$ cat src/rtl/servo_pulse_decoder_pkg.sv
// Servo pulse encoding constants shared with the PWM driver, plus the decoder FSM encoding.
// Code n is sent as a high time of MIN + n*STEP clocks; the decoder accepts +/- half a step around each code.
package servo_pulse_decoder_pkg;

    localparam int SERVO_MIN_COUNT     = 25000;
    localparam int SERVO_STEP_COUNT    = 320;
    localparam int SERVO_HALF_STEP     = SERVO_STEP_COUNT / 2;
    localparam int SERVO_ACCEPT_MIN    = SERVO_MIN_COUNT - SERVO_HALF_STEP;              // 24840
    localparam int SERVO_ACCEPT_MAX    = SERVO_ACCEPT_MIN + 256 * SERVO_STEP_COUNT - 1;  // 106759
    localparam int SERVO_TIMEOUT_COUNT = 3200000;
    localparam int SERVO_CNT_W         = 22;

    typedef enum logic [2:0] {
        WAIT_LOW,
        WAIT_RISE,
        MEASURE,
        CHECK,
        DIVIDE,
        DONE
    } state_t;

endpackage

$ cat src/rtl/servo_pulse_decoder_divider.sv
// Restoring divider (17-bit dividend / 9-bit divisor -> 8-bit quotient), fixed 8 cycles after start.
// done and quotient are valid together in the 8th busy cycle; a new start aborts and restarts.
module serial_divider_u17_u9 (
    input  logic        clk,
    input  logic        reset,
    input  logic        start,
    input  logic [16:0] dividend,
    input  logic [8:0]  divisor,
    output logic        done,
    output logic [7:0]  quotient
);

    logic [16:0] rem;
    logic [16:0] dsh;
    logic [6:0]  q;
    logic [2:0]  cnt;
    logic        busy;
    logic        fits;

    // dividend < divisor*256 is guaranteed by the caller, so 8 quotient bits suffice
    assign fits     = (rem >= dsh);
    assign done     = busy && (cnt == 3'd7);
    assign quotient = {q, fits};

    always_ff @(posedge clk) begin
        if (reset) begin
            rem  <= '0;
            dsh  <= '0;
            q    <= '0;
            cnt  <= '0;
            busy <= 1'b0;
        end else if (start) begin
            rem  <= dividend;
            dsh  <= {1'b0, divisor, 7'b0};
            q    <= '0;
            cnt  <= '0;
            busy <= 1'b1;
        end else if (busy) begin
            if (fits) begin
                rem <= rem - dsh;
            end
            dsh <= dsh >> 1;
            q   <= {q[5:0], fits};
            cnt <= cnt + 3'd1;
            if (cnt == 3'd7) begin
                busy <= 1'b0;
            end
        end
    end

endmodule

$ cat src/rtl/servo_pulse_decoder.sv
// Measures servo pulse high time and converts it back to the 8-bit position code.
// data_valid fires 10 clocks after the synchronized falling edge; pulse_error 2 clocks after.
module servo_pulse_decoder
    import servo_pulse_decoder_pkg::*;
#(
    parameter int MIN_COUNT     = SERVO_MIN_COUNT,
    parameter int STEP_COUNT    = SERVO_STEP_COUNT,
    parameter int TIMEOUT_COUNT = SERVO_TIMEOUT_COUNT,
    parameter int CNT_W         = SERVO_CNT_W
) (
    input  logic       clk,
    input  logic       reset,
    input  logic       enable,
    input  logic       pulse_in,
    output logic [7:0] data,
    output logic       data_valid,
    output logic       pulse_error,
    output logic       signal_lost
);

    localparam int LOWER = MIN_COUNT - STEP_COUNT / 2;
    localparam int UPPER = LOWER + 256 * STEP_COUNT - 1;

    localparam logic [CNT_W-1:0] LOWER_W   = CNT_W'(LOWER);
    localparam logic [CNT_W-1:0] UPPER_W   = CNT_W'(UPPER);
    localparam logic [CNT_W-1:0] TIMEOUT_W = CNT_W'(TIMEOUT_COUNT);
    localparam logic [8:0]       DIVISOR   = 9'(STEP_COUNT);

    logic             sync_meta;
    logic             pulse_sync;
    logic             pulse_prev;
    logic             rise;

    state_t           state_q;
    state_t           state_d;
    logic [CNT_W-1:0] width;
    logic [CNT_W-1:0] tcount;
    logic             timeout_hit;
    logic             in_range;
    logic [16:0]      offset;

    logic             div_start;
    logic             div_done;
    logic [7:0]       div_quotient;
    logic             reject;
    logic             finish;
    logic             rise_seen;

    // Left unreset on purpose: a pulse already high at reset release must still read as high
    always_ff @(posedge clk) begin
        sync_meta  <= pulse_in;
        pulse_sync <= sync_meta;
        pulse_prev <= pulse_sync;
    end

    assign rise        = pulse_sync & ~pulse_prev;
    assign timeout_hit = (tcount == TIMEOUT_W);
    assign in_range    = (width >= LOWER_W) && (width <= UPPER_W);
    assign offset      = 17'(width - LOWER_W);

    always_ff @(posedge clk) begin
        if (reset) begin
            state_q <= WAIT_LOW;
        end else begin
            state_q <= state_d;
        end
    end

    always_comb begin
        state_d   = state_q;
        div_start = 1'b0;
        reject    = 1'b0;
        finish    = 1'b0;
        rise_seen = 1'b0;
        case (state_q)
            WAIT_LOW: begin
                if (!pulse_sync) begin
                    state_d = WAIT_RISE;
                end
            end
            WAIT_RISE: begin
                if (rise) begin
                    rise_seen = 1'b1;
                    state_d   = MEASURE;
                end
            end
            MEASURE: begin
                if (timeout_hit) begin
                    state_d = WAIT_LOW;
                end else if (!pulse_sync) begin
                    state_d = CHECK;
                end
            end
            CHECK: begin
                if (in_range) begin
                    div_start = 1'b1;
                    state_d   = DIVIDE;
                end else begin
                    reject  = 1'b1;
                    state_d = WAIT_LOW;
                end
            end
            DIVIDE: begin
                if (div_done) begin
                    finish  = 1'b1;
                    state_d = DONE;
                end
            end
            DONE: begin
                state_d = WAIT_RISE;
            end
            default: begin
                state_d = WAIT_LOW;
            end
        endcase
        if (!enable) begin
            state_d   = WAIT_LOW;
            div_start = 1'b0;
            reject    = 1'b0;
            finish    = 1'b0;
            rise_seen = 1'b0;
        end
    end

    always_ff @(posedge clk) begin
        if (reset) begin
            width       <= '0;
            tcount      <= '0;
            data        <= '0;
            data_valid  <= 1'b0;
            pulse_error <= 1'b0;
            signal_lost <= 1'b1;
        end else begin
            data_valid  <= finish;
            pulse_error <= reject;
            if (finish) begin
                data <= div_quotient;
            end
            if (!enable) begin
                width  <= '0;
                tcount <= '0;
            end else begin
                if (rise_seen) begin
                    tcount <= '0;
                end else if (!timeout_hit) begin
                    tcount <= tcount + CNT_W'(1);
                end
                if (rise_seen) begin
                    width <= CNT_W'(1);
                end else if (state_q == MEASURE && pulse_sync && width != '1) begin
                    width <= width + CNT_W'(1);
                end
            end
            // A bare rising edge is not proof of a good signal; only a decoded pulse clears the flag
            if (finish) begin
                signal_lost <= 1'b0;
            end else if (timeout_hit) begin
                signal_lost <= 1'b1;
            end
        end
    end

    serial_divider_u17_u9 u_div (
        .clk      (clk),
        .reset    (reset),
        .start    (div_start),
        .dividend (offset),
        .divisor  (DIVISOR),
        .done     (div_done),
        .quotient (div_quotient)
    );

endmodule

$ cat config.mk
export PLATFORM = sky130hd
export DESIGN_NAME = servo_pulse_decoder
export DESIGN_NICKNAME = d
export VERILOG_FILES = /design/src/rtl/servo_pulse_decoder_pkg.sv /design/src/rtl/servo_pulse_decoder_divider.sv /design/src/rtl/servo_pulse_decoder.sv
export SDC_FILE = /design/constraint.sdc
export NUM_CORES = 1
export LEC_CHECK = 0
export BUFFER_PORTS_ARGS = -buffer_cell sky130_fd_sc_hd__buf_2
export CAP_MARGIN = 0
export CORE_MARGIN = 5
export CORE_UTILIZATION = 45
export CTS_CLUSTER_SIZE = 24
export DETAILED_ROUTE_END_ITERATION = 7
export GPL_TIMING_DRIVEN = 0
export PLACE_DENSITY = 0.72
export SLEW_MARGIN = 10
export SYNTH_ARGS = -nofsm -noshare
export SYNTH_HDL_FRONTEND = slang
export SYNTH_HIERARCHICAL = 1
export SYNTH_SLANG_ARGS = --single-unit
$ cat constraint.sdc
create_clock -name clk -period 3.2 [get_ports clk]
set_input_delay 0.32 -clock clk [delete_from_list [all_inputs] [get_ports clk]]
set_output_delay 0.32 -clock clk [all_outputs]
set_load 0.01 [all_outputs]
# == Yosys cells after proc, flatten, opt, wreduce, memory -nomap -nowiden ==
# Cells that the tools add are included.
# word_totals
mem_bits_ro,0
ff_bits,105
wordCells,85
memories,0
mem_bits_rw,0
latchBits,0
# op_classes
reduce_logical,15
n_bitwise,4
addsub,5
n_mul,0
shifts,0
n_mux,29
n_eq_ne,12
n_lt_le_gt_ge,3
n_div,0
# ops
cell,n
two-way mux 17 bit,3
adder 22 x 1 -> 22 bit (second input constant),2
two-way mux 16 bit,2
== test 22 bit (second input constant),1
>= comparator 22 x 15 -> 1 bit (second input constant),1
less-or-equal comparator 22 x 17 -> 1 bit (second input constant),1
!= test 22 bit (second input constant),1
two-way mux 3 bit,6
one-hot mux 3 bit (6 select lines),1
>= comparator 17 x 16 -> 1 bit,1
two-way mux 1 bit,17
subtractor 17 x 15 -> 17 bit (second input constant),1
subtractor 17 x 16 -> 17 bit,1
== test 3 bit (second input constant),3
nonzero test 2 bit,4
== test 3 x 2 -> 1 bit (second input constant),2
!= test 2 bit (second input constant),3
OR reduction 3 bit,2
logical AND 1 bit,4
AND reduction 4 bit,1
OR reduction 2 bit,2
adder 3 x 1 -> 3 bit (second input constant),1
== test 3 x 1 -> 1 bit (second input constant),1
zero test 3 bit,1
other kinds (4),6

# == Logic depth before layout (Yosys ltp) ==
# depth
ltp_word,7
depth_mapped,12

# == By module ==
# The synthesis kept the hierarchy.
# by_module_without_submodules
mod,cells_per_inst,area_each_um2,n_inst
servo_pulse_decoder,375,3159.3,1
serial_divider_u17_u9,344,2776.4,1

# == Worst setup path before layout ==
# Ideal clock, no wire load.
# synth_timing
path_type,register -> register
startpoint,reg width[5]
endpoint,reg u_div.rem[13]
t_required_ns,3.113
path_buffers,3
arrival_time_ns,2.496
path_slack_ns,0.617
period_less_slack_ns,2.583
setup_time_ns,0.087
stages_incl_launch_ff,11
path_cell_list,dfxtp_1 -> buf_2 -> nor3_1 -> a21oi_1 -> or4_1 -> and3_1 -> and3_1 -> clkbuf_1 -> or2_2 -> clkbuf_1 -> o31ai_1
# synth_between
elab_chain_len,7
# synth_rtl
item,line_no,text
from (decl),servo_pulse_decoder.sv:36,logic [CNT_W-1:0] width;
from (signal assigned),servo_pulse_decoder.sv:151,width <= width + CNT_W'(1);
>= comparator 22 x 15 -> 1 bit / less-or-equal comparator 22 x 17 -> 1 bit (equally long branches),servo_pulse_decoder.sv:58,assign in_range = (width >= LOWER_W) && (width <= UPPER_W);
logical AND 1 bit *,servo_pulse_decoder.sv:58,
two-way mux 1 bit *,servo_pulse_decoder.sv:95,if (in_range) begin
two-way mux 1 bit *,servo_pulse_decoder.sv:75,case (state_q)
two-way mux 1 bit *,servo_pulse_decoder.sv:116,if (!enable) begin
via div_start,servo_pulse_decoder.sv:42,logic div_start;
nonzero test 2 bit (no line),--,
AND reduction 2 bit (no line),--,
to (signal assigned),servo_pulse_decoder_divider.sv:33,rem <= dividend;
to (signal assigned),servo_pulse_decoder_divider.sv:40,rem <= rem - dsh;
to (decl),servo_pulse_decoder_divider.sv:13,logic [16:0] rem;
# Mark *: on every way through the listed nets, which the timed path passes. The rest lies on a longest branch.
# A chain may end at the register's enable or synchronous reset.

# == Worst setup path after layout ==
# layout_timing
startpoint,reg u_div.dsh[8]
endpoint,reg u_div.rem[4]
# layout_between
elab_chain_len,3
# layout_rtl
item,line_no,text
from (decl),servo_pulse_decoder_divider.sv:14,logic [16:0] dsh;
from (signal assigned),servo_pulse_decoder_divider.sv:34,"dsh <= {1'b0, divisor, 7'b0};"
from (signal assigned),servo_pulse_decoder_divider.sv:42,dsh <= dsh >> 1;
>= comparator 17 x 16 -> 1 bit,servo_pulse_decoder_divider.sv:21,assign fits = (rem >= dsh);
nonzero test 2 bit (no line),--,
AND reduction 2 bit (no line),--,
# Every way passes these cells.

==> impl_results.md <==
- CTS H-tree depth: 3
- Tightest Hold Check Type: in -> reg
- Starting density of the core: 45.36%
- Routed len/inst: 14.47 um
- Clock skew: 10.85 ps
- Nets: 780
- Final slew viol count: 0
- DR pass1 iterations: 5
- Initial antenna violation count: 0
- WL final: 13,490 um
- GR Util All Layers: between 10% and 20%
- Share of layout cells above drive strength 1: approximately 9.0%
- Number of global-route vias before repair: about 4,700
- Final Hold Viols: 0
- First-pass GRT wire length: approximately 23,000 um
- CTS tree: built
- Sequential cell area fraction in the yosys report: 35.41%
- Worst path bufs/invs: 3
- Chip height: roughly 120 um
- Post-synth EDFFs: 0
- DRT antenna net count: 0
- Outcome: finished, final reports clean
- Kind of critical path: reg -> reg
- CTS Buf Count: 9
- Layout area overhead: 10.83%
- Post-Synthesis Cells: a little over 700
- Cell count after placement: ~900
- Root Buffer: clkbuf_16
- Unrepaired setup endpoints after global routing: false
- Antenna diodes: 0
- Maximum clock rate: 328.3 MHz
- Leak: about 2.4 nW
- Crit-path leading delay family: compound AO/OA/AOI/OAI gates
- Crit path cell chain: inv_1, ha_1, buf_4, a21oi_1, o21ai_0, a31oi_1, a31o_2, buf_2, nand2_1, a311oi_1
- Worst path slowest cell: a31oi_1
- Sink Count: between 100 and 150
- Initial DRC count: approximately 340
- # rows: 42
- Mean Syn Cell Area: 8.255 um^2
- Worst-margin pin slew: approximately 800 ps
- Worst-path maximum fanout: 10
- Max-cap violations: 0
- Num ports: 15
- Largest net degree at the start of global routing: 20
- Fin crit share: 95.20%
- Die X: roughly 120 um
- WP data arrival: roughly 3300 ps
- Crit path largest cell delay: roughly 430 ps
- Vias: between 5,000 and 6,000
- Synth Cell Area: 5936 um^2
- Detailed Place HPWL: a little under 10,000 um
- PD cells: ~380 nW/um^2
- Final setup viols: 0
- Final TNS setup: 0 ps
- YS warnings: 6
- Die area: about 16,000 um^2
- Clock Latency Late Sink: around 350 ps
- Post_cts resized: 0
- Vias/cell: 5.519
- Critical path launch point type: flip-flop
- Peak supply drop: 0.2986 mV
- Critical path endpoint category: flip-flop
- Normalized max-slew margin: between 40 and 50%
- # DRC: 0
- Clock-pin slew on the worst setup and hold paths: 80 ps
- Tmin final: 3046 ps
- Post-CTS Setup Inserts: 0
- GP Congestion: 0.8621
- Hold_buf cts: 0
- Ys async rst share: 0%
- Max Root-Sink Buffers: 2
- GR Overflow Total: 0
- Core area: around 13,000 um^2
- Port bufs: 14
- Predominant post-synthesis flop cell: dfxtp_1
- Non-Filler Instances: 932
- Netlist cell types: between 60 and 70
- Critical Path RT: approximately 3400 ps
- Post-synthesis register bit count: around 110
-- flip-flops by register name (all words and copies together), names as in the netlist, 3 cells and up --
name / count
tcount: 22
width: 22
u_div/rem: 17
u_div/dsh: 16
data: 8
u_div/q: 7
state_q: 3
u_div/cnt: 3
-- power breakdown --
group          leakage (nW)  internal (mW)  switching, mW
clock                 0.155          0.625          0.525
combinational          1.39         0.0125         0.0354
sequential            0.847           1.31        0.00459
total                  2.39           1.95          0.565
-- synthesized netlist by cell type, drive strengths merged (5+ instances only) --
master	count	area, um^2
xnor2	29	254.0
inv	42	157.7
clkbuf	20	75.07
o21ai	22	110.1
nand2	57	214.0
a21oi	44	220.2
nand3	23	115.1
xor2	14	122.6
dfxtp	105	2102
nor3	14	75.07
ha	24	300.3
mux2i	37	370.4
buf	18	97.59
a211oi	13	110.1
or4	5	37.54
or3	9	56.30
nor3b	6	45.04
a31oi	8	56.30
nor4	16	125.1
nor2	97	364.1
a21o	9	67.56
nand2b	9	56.30
a31o	5	43.79
and3	8	50.05
nand4	12	75.07
a311oi	9	78.83
-- logic make-up after synthesis --
| family | share of synthesized area [%] |
|---|---|
| AOI/OAI and AO/OA | 16.91 |
| and+or+nand+nor | 23.63 |
| muxes | 6.619 |
| adders and majority gates | 5.396 |
| buffers and inverters | 5.565 |
| xor gates and xnor gates | 6.345 |
| DFF | 35.41 |
| other | 0.1265 |
-- cells in the final DEF, fill, tap and decap left out, drive strengths merged, types with 5 or more instances in the layout --
cell type	Yosys	final
xor2	14	14
o21ai	22	22
nor3	14	14
nor4	16	16
a31oi	8	8
conb	2	9
buf	18	32
nand2	57	57
nand3	23	23
or3	9	9
nand4	12	12
nor3b	6	6
a311oi	9	9
a211oi	13	13
a21oi	44	44
mux2i	37	37
nor2	97	97
ha	24	24
nand2b	9	9
inv	42	45
clkbuf	20	29
dfxtp	105	105
or4	5	5
a31o	5	5
a21o	9	9
xnor2	29	29
and3	8	8
-- metrics by stage --
stage | hold WS, ps | power, mW | setup WS (ps) | cell area (um^2) | utilization [%]
2_1_floorplan | 309.6 | 1.375 | 616.6 | 5962 | -
3_3_place_gp | 314.8 | 1.391 | 200.2 | 6252 | 47.78
3_5_place_dp | 315.3 | 1.392 | 183.3 | 6252 | 47.78
4_1_cts | 56.56 | 2.544 | 153.8 | 6566 | 50.18
5_1_grt | 56.53 | 2.607 | 13.70 | 6579 | 50.28
6_report | 71.20 | 2.511 | 153.7 | 6579 | 50.28
-- worst reg2reg max path, delay by kind of cell, from the launching register on --
family          cells  cell delay, ps
buf+inv             3             530
flops               1             370
compound gates      5            1670
fa+ha+maj           1             260
simple gates        1              90
-- routing by layer --
metal	GRT usage [%]	share of wire [%]
met4	5.038	1.1
met2	26.91	45
met5	0	0
met3	2.358	4.5
met1	24.38	49
-- area by class of cell --
class	count	area, um^2
fillers	1283	6506
inverters	42	157.7
clock buffers	9	225.2
clock inverters	7	88.84
repair buffers	14	70.07
multi-input cells	541	3541
flip-flops and latches	105	2102
well taps	176	220.2
plain buffers	38	173.9
-- path summary, 6_finish.rpt --
path                             startpoint                        end  slack, ps  cells after the start
hold / removal                     pulse_in          sync_meta$_DFF_P_         70                      1
hold reg to reg           sync_meta$_DFF_P_         pulse_sync$_DFF_P_        330                      0
setup / recovery  u_div/dsh[8]$_SDFFE_PP0P_  u_div/rem[4]$_SDFFE_PP0P_        150                     10
setup reg to reg  u_div/dsh[8]$_SDFFE_PP0P_  u_div/rem[4]$_SDFFE_PP0P_        150                     10
Power figures use the tool's default switching activity.
